<file path="src/rtl/coin_event_scheduler_if.sv">
// coin_event_scheduler_if: coin-slot inputs, FSM pulse outputs and status of the coin scheduler
interface coin_event_scheduler_if #(parameter int CNT_W = 3);
  logic coin5_in;
  logic coin10_in;
  logic busy;
  logic flush;
  logic clr_ovf;
  logic in_5;
  logic in_10;
  logic [CNT_W-1:0] pend5;
  logic [CNT_W-1:0] pend10;
  logic ovf;
  modport master (
    output coin5_in, coin10_in, busy, flush, clr_ovf,
    input  in_5, in_10, pend5, pend10, ovf
  );
  modport slave (
    input  coin5_in, coin10_in, busy, flush, clr_ovf,
    output in_5, in_10, pend5, pend10, ovf
  );
endinterface

</file>
<file path="src/rtl/coin_event_scheduler.sv">
// coin_event_scheduler: queues coin-slot edges and issues spaced, round-robin in_5/in_10 pulses
module coin_event_scheduler #(
  parameter int CNT_W = 3,
  parameter int GAP = 1
) (
  input logic clk,
  input logic rst_n,
  coin_event_scheduler_if.slave bus
);
  typedef enum logic {S_IDLE, S_GAP} state_t;
  state_t state, state_n;
  logic [CNT_W-1:0] p5, p10, p5_n, p10_n;
  logic [3:0] gap, gap_n;
  logic c5_q, c10_q, last, last_n, ovf, ovf_n, in5, in10;
  logic rise5, rise10, dec, g5, g10, drop5, drop10;
  always_ff @(posedge clk or negedge rst_n)
    if (!rst_n) begin
      state <= S_IDLE;
      p5 <= '0;
      p10 <= '0;
      gap <= '0;
      c5_q <= 1'b1;
      c10_q <= 1'b1;
      last <= 1'b0;
      ovf <= 1'b0;
      in5 <= 1'b0;
      in10 <= 1'b0;
    end else begin
      state <= state_n;
      p5 <= p5_n;
      p10 <= p10_n;
      gap <= gap_n;
      c5_q <= bus.coin5_in;
      c10_q <= bus.coin10_in;
      last <= last_n;
      ovf <= ovf_n;
      in5 <= g5;
      in10 <= g10;
    end
  // last=1 means slot 5 was granted last; contention goes to the other slot
  always_comb begin
    rise5 = bus.coin5_in & ~c5_q;
    rise10 = bus.coin10_in & ~c10_q;
    dec = state == S_IDLE && !bus.busy && !bus.flush && (p5 != '0 || p10 != '0);
    g5 = dec && p5 != '0 && (p10 == '0 || !last);
    g10 = dec && !g5;
    drop5 = !bus.flush && rise5 && &p5 && !g5;
    drop10 = !bus.flush && rise10 && &p10 && !g10;
    p5_n = bus.flush ? '0 : drop5 ? p5 : p5 + CNT_W'(rise5) - CNT_W'(g5);
    p10_n = bus.flush ? '0 : drop10 ? p10 : p10 + CNT_W'(rise10) - CNT_W'(g10);
    ovf_n = drop5 || drop10 || (ovf && !bus.clr_ovf);
    last_n = g5 ? 1'b1 : g10 ? 1'b0 : last;
    gap_n = dec ? 4'(GAP) : state == S_GAP ? gap - 4'd1 : gap;
    state_n = dec ? S_GAP : (state == S_GAP && gap == 4'd1) ? S_IDLE : state;
  end
  assign bus.in_5 = in5;
  assign bus.in_10 = in10;
  assign bus.pend5 = p5;
  assign bus.pend10 = p10;
  assign bus.ovf = ovf;
endmodule

</file>
<file path="src/flat_wrapper.sv">
// flat-port wrapper written by rule: the top's interface ports become plain ports
module coin_event_scheduler_flat 
#(
  parameter int CNT_W = 3,
  parameter int GAP = 1
)
  (clk, rst_n, bus_coin5_in, bus_coin10_in, bus_busy, bus_flush, bus_clr_ovf, bus_in_5, bus_in_10, bus_pend5, bus_pend10, bus_ovf);
  coin_event_scheduler_if #(.CNT_W(CNT_W)) bus_i ();
  input logic clk;
  input logic rst_n;
  input wire logic [$bits(bus_i.coin5_in)-1:0] bus_coin5_in;
  input wire logic [$bits(bus_i.coin10_in)-1:0] bus_coin10_in;
  input wire logic [$bits(bus_i.busy)-1:0] bus_busy;
  input wire logic [$bits(bus_i.flush)-1:0] bus_flush;
  input wire logic [$bits(bus_i.clr_ovf)-1:0] bus_clr_ovf;
  output wire logic [$bits(bus_i.in_5)-1:0] bus_in_5;
  output wire logic [$bits(bus_i.in_10)-1:0] bus_in_10;
  output wire logic [$bits(bus_i.pend5)-1:0] bus_pend5;
  output wire logic [$bits(bus_i.pend10)-1:0] bus_pend10;
  output wire logic [$bits(bus_i.ovf)-1:0] bus_ovf;
  assign bus_i.coin5_in = bus_coin5_in;
  assign bus_i.coin10_in = bus_coin10_in;
  assign bus_i.busy = bus_busy;
  assign bus_i.flush = bus_flush;
  assign bus_i.clr_ovf = bus_clr_ovf;
  assign bus_in_5 = bus_i.in_5;
  assign bus_in_10 = bus_i.in_10;
  assign bus_pend5 = bus_i.pend5;
  assign bus_pend10 = bus_i.pend10;
  assign bus_ovf = bus_i.ovf;
  coin_event_scheduler #(.CNT_W(CNT_W), .GAP(GAP)) u_core (.clk(clk), .rst_n(rst_n), .bus(bus_i));
endmodule
</file>
<file path="config.mk">
export PLATFORM = sky130hd
export DESIGN_NAME = coin_event_scheduler_flat
export DESIGN_NICKNAME = d
export VERILOG_FILES = /design/src/rtl/coin_event_scheduler_if.sv /design/src/rtl/coin_event_scheduler.sv /design/src/flat_wrapper.sv
export SDC_FILE = /design/constraint.sdc
export NUM_CORES = 1
export LEC_CHECK = 0
export ABC_CLOCK_PERIOD_IN_PS = 5600
export CORE_UTILIZATION = 45
export CTS_CLUSTER_DIAMETER = 60
export DETAILED_ROUTE_END_ITERATION = 10
export PLACE_DENSITY = 0.7
export SYNTH_ARGS = -nofsm -noshare
export SYNTH_HDL_FRONTEND = slang
export SYNTH_SLANG_ARGS = --single-unit
</file>
<file path="constraint.sdc">
create_clock -name clk -period 5.6 [get_ports clk]
set_input_delay 1.4 -clock clk [delete_from_list [all_inputs] [get_ports clk]]
set_output_delay 1.4 -clock clk [all_outputs]
set_load 0.01 [all_outputs]
</file>
Word level (Yosys, flattened, before mapping)
Cells that the tools add are included.
{ "op_classes": {"bitwise_logic": 5, "n_mux": 10, "n_reduce_logical": 32, "n_addsub": 5, "n_eq_ne": 3} }
{ "ops": {"columns": ["cell", "count"], "rows": [
  ["1-bit logical AND", 14],
  ["3-bit 2-to-1 mux", 4],
  ["4-bit 2-to-1 mux", 2],
  ["3-bit by 1-bit adder with 3-bit output", 2],
  ["1-bit logical NOT", 6],
  ["3-bit AND reduction", 2],
  ["2-bit nonzero test", 3],
  ["3-bit nonzero test", 2],
  ["3-bit by 1-bit subtractor with 3-bit output", 2],
  ["4-bit by 1-bit equality test with 1-bit output, second input constant", 1],
  ["1-bit logical OR", 4],
  ["1-bit 2-to-1 mux", 4],
  ["2-bit != test, second input constant", 2],
  ["4-bit by 1-bit subtractor with 4-bit output, second input constant", 1],
  ["3-bit logical NOT", 1],
  ["1-bit inverter", 3],
  ["1-bit AND", 2]
]} }
{ "totals": {"reg_bits": 17, "word_cells": 65, "input_bits": 7, "output_inout_bits": 9} }

Depth between registers and ports, before layout
{ "logic_depth": {"depth_word": 12, "ltp_mapped": 11, "depth_no_buf": 10} }

Worst setup path before layout
OpenSTA, ideal clock, no wires.
{ "synth_path": {"path_type": "input to register", "from": "in bus_busy", "to": "reg u_core.p5[2] (netlist: u_core.bus.pend5[2])", "setup_time_ns": 0.122, "stages": 10, "required_ns": 5.478, "path_buffers": 0, "slack_ns": 2.214, "arrival_time_ns": 3.263, "path_cell_list": "or3_4 -> a211oi_4 -> ha_1 -> inv_1 -> ha_1 -> inv_1 -> fa_1 -> xor2_1 -> xnor2_1 -> o21ai_1"} }
{ "synth_via": {"elab_chain_len": 9, "word_cells_on_any_way": 12, "classes_between": "add/sub: 1; eq/ne: 1; mux: 2; reduce/logical: 8"} }
{ "synth_lines": {"columns": ["element", "line_no", "rtl"], "rows": [
  ["start: declaration", "flat_wrapper.sv:13", "input wire logic [$bits(bus_i.busy)-1:0] bus_busy;"],
  ["1-bit logical NOT (*)", "coin_event_scheduler.sv:44", "dec = state == S_IDLE && !bus.busy && !bus.flush && (p5 != '0 || p10 != '0);"],
  ["1-bit logical AND (*) (3 in a row)", "coin_event_scheduler.sv:44", null],
  ["1-bit logical AND (*) (2 in a row)", "coin_event_scheduler.sv:45", "g5 = dec && p5 != '0 && (p10 == '0 || !last);"],
  ["via u_core.g5", "coin_event_scheduler.sv:15", "logic rise5, rise10, dec, g5, g10, drop5, drop10;"],
  ["3-bit by 1-bit subtractor with 3-bit output / 1-bit logical NOT (equally long branches)", "coin_event_scheduler.sv:49, coin_event_scheduler.sv:47", null],
  ["3-bit 2-to-1 mux / 1-bit logical AND (equally long branches)", "coin_event_scheduler.sv:49, coin_event_scheduler.sv:47", null],
  ["3-bit 2-to-1 mux / 2-bit != test (equally long branches)", null, null],
  ["end signal: assignment", "coin_event_scheduler.sv:30", "p5 <= p5_n;"],
  ["end: declaration", "coin_event_scheduler.sv:12", "logic [CNT_W-1:0] p5, p10, p5_n, p10_n;"]
]} }
Mark *: on every way through the listed nets, which the timed path passes. The rest lies on a longest branch. The select of a mux whose other input is x is not followed.
A chain may end at the register's enable or synchronous reset.

Worst setup path in the final report
{ "layout_path": {"from": "in bus_flush", "to": "reg u_core.p5[2] (netlist: u_core.bus.pend5[2])"} }
{ "layout_via": {"elab_chain_len": 8, "word_cells_on_any_way": 13, "classes_between": "add/sub: 1; eq/ne: 1; mux: 2; reduce/logical: 9"} }
{ "layout_lines": {"columns": ["element", "line_no", "rtl"], "rows": [
  ["start: declaration", "flat_wrapper.sv:14", "input wire logic [$bits(bus_i.flush)-1:0] bus_flush;"],
  ["1-bit logical NOT (*)", "coin_event_scheduler.sv:44", null],
  ["1-bit logical AND (*) (2 in a row)", "coin_event_scheduler.sv:44", null],
  ["1-bit logical AND (*) (2 in a row)", "coin_event_scheduler.sv:45", null],
  ["via u_core.g5", "coin_event_scheduler.sv:15", null],
  ["3-bit by 1-bit subtractor with 3-bit output / 1-bit logical NOT (equally long branches)", "coin_event_scheduler.sv:49, coin_event_scheduler.sv:47", null],
  ["3-bit 2-to-1 mux / 1-bit logical AND (equally long branches)", "coin_event_scheduler.sv:49, coin_event_scheduler.sv:47", null],
  ["3-bit 2-to-1 mux / 2-bit != test (equally long branches)", null, null]
]} }
Marks and branches as above.

==> reports/qor.tcl <==
set qor(timing.slew.headroom) 0.497
set qor(fin_worst_skew_ns) 0.00324
set qor(grt.total_usage) 0.168
set qor(floorplan.die.width_um) 47.0
set qor(min-delay-path-class) {reg2reg}
set qor(max_stage_delay_ns) 0.59
set qor(static-leakage-power_uw) 0.000519
set qor(tritoncts) {yes}
set qor(top_flip_flop_cell_by_instance_count_after_synthesis) {sky130_fd_sc_hd__dfrtp_1}
set qor(vias) 628
set qor(start_util) 0.505
set qor(layout_worst_path_cycle_share) 0.690
set qor(numPortBuffers) 15
set qor(via_count_of_the_first_global_routing_pass) 607
set qor(capture_instance_of_the_worst_register_to_register_path) {u_core.bus.pend5[2]}
set qor(synth.avg_cell_area_um2) 11.0
set qor(fraction_of_the_yosys_area_taken_by_sequential_cells) 0.470
set qor(mappedNetlistNets) 98
set qor(finalCriticalPeriod_ns) 3.86
set qor(ios) 16
set qor(number_of_enable_type_register_cells_in_the_synthesized_netlist) 0
set qor(rsz0062_at_grt) {false}
set qor(placeableCoreArea_um2) 1800
set qor(cts.sinks) 17
set qor(seqCellArea_um2) 428
set qor(critPathMaxFanout) 10
set qor(crit_slowest_cell) {sky130_fd_sc_hd__clkdlybuf4s50_1}
set qor(setup.worst_path.end) {u_core.bus.pend5[2]}
set qor(ant_nets) 0
set qor(pin_count_of_the_biggest_net_entering_global_routing) 18
set qor(weighted_congestion_at_the_end_of_routability_driven_global_placement) 0.787
set qor(yosys-top-cells-count) {15 x sky130_fd_sc_hd__dfrtp_1, 11 x sky130_fd_sc_hd__inv_1, 6 x sky130_fd_sc_hd__ha_1, 6 x sky130_fd_sc_hd__o21ai_1, 5 x sky130_fd_sc_hd__nand2_1}
set qor(cts_hold_buffers) 0
set qor(mappedNetlistArea_um2) 910
set qor(multiInputGateArea_um2) 429
set qor(cp.required_ns) 5.77
set qor(rr_startpoint) {u_core.state}
set qor(tightest_slew_ns) 0.753
set qor(cp_cell_sequence) {clkdlybuf4s50_1, or3_4, a211oi_4, ha_1, inv_1, ha_1, inv_1, fa_1, xor2_1, xnor2_1, o21ai_1}
set qor(timing.setup.critical_path_class) {in2reg}
set qor(clk_pin_slew_worst_paths_ns) 0.10
set qor(n_antenna_cell) 0
set qor(wirelength_um) 1540
set qor(fillerInstances) 168
set qor(post-dp-hpwl_um) 1190
set qor(design.die.area_um2) 2210
set qor(cts_buffer_depth) 2
set qor(worst_setup_path_startpoint) {bus_flush}
set qor(cap_violations) 0
set qor(wl_per_cell_um) 12.3
set qor(crit_path_dat_ns) 4.03
set qor(power.density_cell_area_nw_per_um2) 403
set qor(hold_viol) 0
set qor(post_cts.repair.setup_buffers) 0
set qor(synthesis.instances) 83
set qor(clock.fmax_mhz) 259
set qor(synthMostInstantiatedCell) {sky130_fd_sc_hd__dfrtp_1}
set qor(grt_first_pass_wirelength_um) 2590
set qor(summed_negative_setup_slack_over_all_endpoints_ns) 0
set qor(reg2regPathDepth) 10
set qor(ctsHtreeMaxLevel) 1
set qor(synthDominantCellAreaShare) 0.413
set qor(y_dimension_of_the_die_um) 47.0
set qor(drcViolationCount) 0
set qor(finish.net_count) 117
set qor(setup_viol) 0
set qor(antenna_found_initial) 0
set qor(post_synth_main_area_contributors) {sky130_fd_sc_hd__dfrtp_1 41%, sky130_fd_sc_hd__ha_1 8.3%, sky130_fd_sc_hd__dfstp_2 5.8%, sky130_fd_sc_hd__inv_1 4.5%, sky130_fd_sc_hd__fa_1 4.4%}
set qor(slew_violations) 0
set qor(drt_pre_antenna_iters) 2
set qor(cts_inserted_buffers) 3
set qor(worstSetupStartpointType) {input port}
set qor(clock-root-buffer) {sky130_fd_sc_hd__clkbuf_4}
set qor(synth_area_leader_cell) {sky130_fd_sc_hd__dfrtp_1}
set qor(detail_route.iter0.violations) 12
set qor(ys_async_sr_fraction) 1.00
set qor(synth_cell_types) 29
set qor(drive_gt1_frac) 0.0990
set qor(num_rows) 15
set qor(ys_ff_latch) 17
set qor(routed_via_count_divided_by_cell_count) 4.98
set qor(post_cts_resize_count) 0
set qor(timing.critical_path.to_type) {flip-flop}
set qor(overflow) 0
set qor(yosysWarnings) 0
set qor(run_status) {finished, final reports clean}
set qor(insertion_delay_ns) 0.28
set qor(synthToLayoutAreaGrowth_pct) 21.7
set qor(r2r_setup_slack_ns) 2.96
set qor(totalPowerFinal_uw) 446
set qor(max-vdd-ir-drop_mv) 0.202
-- state kept, by name, indices dropped and copies added, names as in the netlist --
signal,flops
u_core.bus.in_10,1
u_core.bus.in_5,1
u_core.bus.ovf,1
u_core.bus.pend10,3
u_core.bus.pend5,3
u_core.c10_q,1
u_core.c5_q,1
u_core.gap,4
u_core.last,1
u_core.state,1
-- area by class of cell --
type	instances	area share
multi-input combinational	54	0.388
sequential	17	0.386
timing repair buffer	15	0.136
inverter	11	0.0373
tap	25	0.0282
clock buffer	3	0.0203
clock inverter	1	0.00452
-- power by group --
part	switching [uW]	internal (uW)
registers	42.2	159
clock network	38.9	26.5
logic	81.9	96.9
total	163	283
-- routing by layer --
metal / track usage / up-vias / part of all wire
met5: 0 / - / 0
met4: 0.0514 / 0 / 0.0039
met3: 0.0346 / 2 / 0.028
met2: 0.267 / 9 / 0.48
met1: 0.232 / 300 / 0.49
li1: - / 317 / -
-- layout by cell type (no fill, tap or decap), types with 2 or more instances in the layout --
| cell type | count |
|---|---|
| sky130_fd_sc_hd__nand2b_1 | 2 |
| sky130_fd_sc_hd__fa_1 | 2 |
| sky130_fd_sc_hd__nor3_1 | 2 |
| sky130_fd_sc_hd__clkdlybuf4s50_1 | 15 |
| sky130_fd_sc_hd__o21ai_1 | 6 |
| sky130_fd_sc_hd__ha_1 | 6 |
| sky130_fd_sc_hd__xor2_1 | 3 |
| sky130_fd_sc_hd__dfrtp_1 | 15 |
| sky130_fd_sc_hd__or3_4 | 2 |
| sky130_fd_sc_hd__xnor2_1 | 4 |
| sky130_fd_sc_hd__nand2_1 | 5 |
| sky130_fd_sc_hd__clkbuf_4 | 3 |
| sky130_fd_sc_hd__nor2_1 | 4 |
| sky130_fd_sc_hd__nand4_1 | 2 |
| sky130_fd_sc_hd__dfstp_2 | 2 |
| sky130_fd_sc_hd__nor2b_1 | 3 |
| sky130_fd_sc_hd__inv_1 | 11 |
-- logic make-up after synthesis --
family,Yosys count,synth area share
simple gates,26,0.168
compound gates,13,0.110
flops,17,0.470
buf+inv,12,0.0578
fa+ha+maj,8,0.127
xor+xnor,7,0.0674
-- metrics by stage --
| stage | instance area (um2) | std cells | utilization | worst slack, ns | hold slack [ns] |
|---|---|---|---|---|---|
| 4_1_cts | 1110 | 126 | 0.615 | 1.72 | 0.565 |
| 2_1_floorplan | 910 | 83 | - | 2.21 | 0.511 |
| 6_report | 1110 | 126 | 0.615 | 1.74 | 0.558 |
| 3_3_place_gp | 1080 | 122 | 0.599 | 1.48 | 0.538 |
| 3_5_place_dp | 1080 | 122 | 0.599 | 1.39 | 0.543 |
| 5_1_grt | 1110 | 126 | 0.615 | 1.60 | 0.599 |
-- worst min path at each step --
| stage | slack [ns] | from | depth (start not counted) | to |
|---|---|---|---|---|
| floorplan | 0.51 | u_core.gap[3] | 2 | u_core.gap[3] |
| global placement | 0.54 | u_core.gap[3] | 2 | u_core.gap[3] |
| detailed placement | 0.54 | u_core.gap[3] | 2 | u_core.gap[3] |
| CTS | 0.57 | u_core.gap[3] | 2 | u_core.gap[3] |
| global route | 0.60 | u_core.gap[3] | 2 | u_core.gap[3] |
| finish | 0.56 | u_core.gap[3] | 2 | u_core.gap[3] |
-- critical path, delay by kind of cell --
family	cells	cell delay, ns
fa+ha+maj	3	0.82
simple gates	1	0.43
buf+inv	3	0.70
compound gates	2	0.38
xor+xnor	2	0.30
No activity file was read; power rests on OpenSTA's default activity.
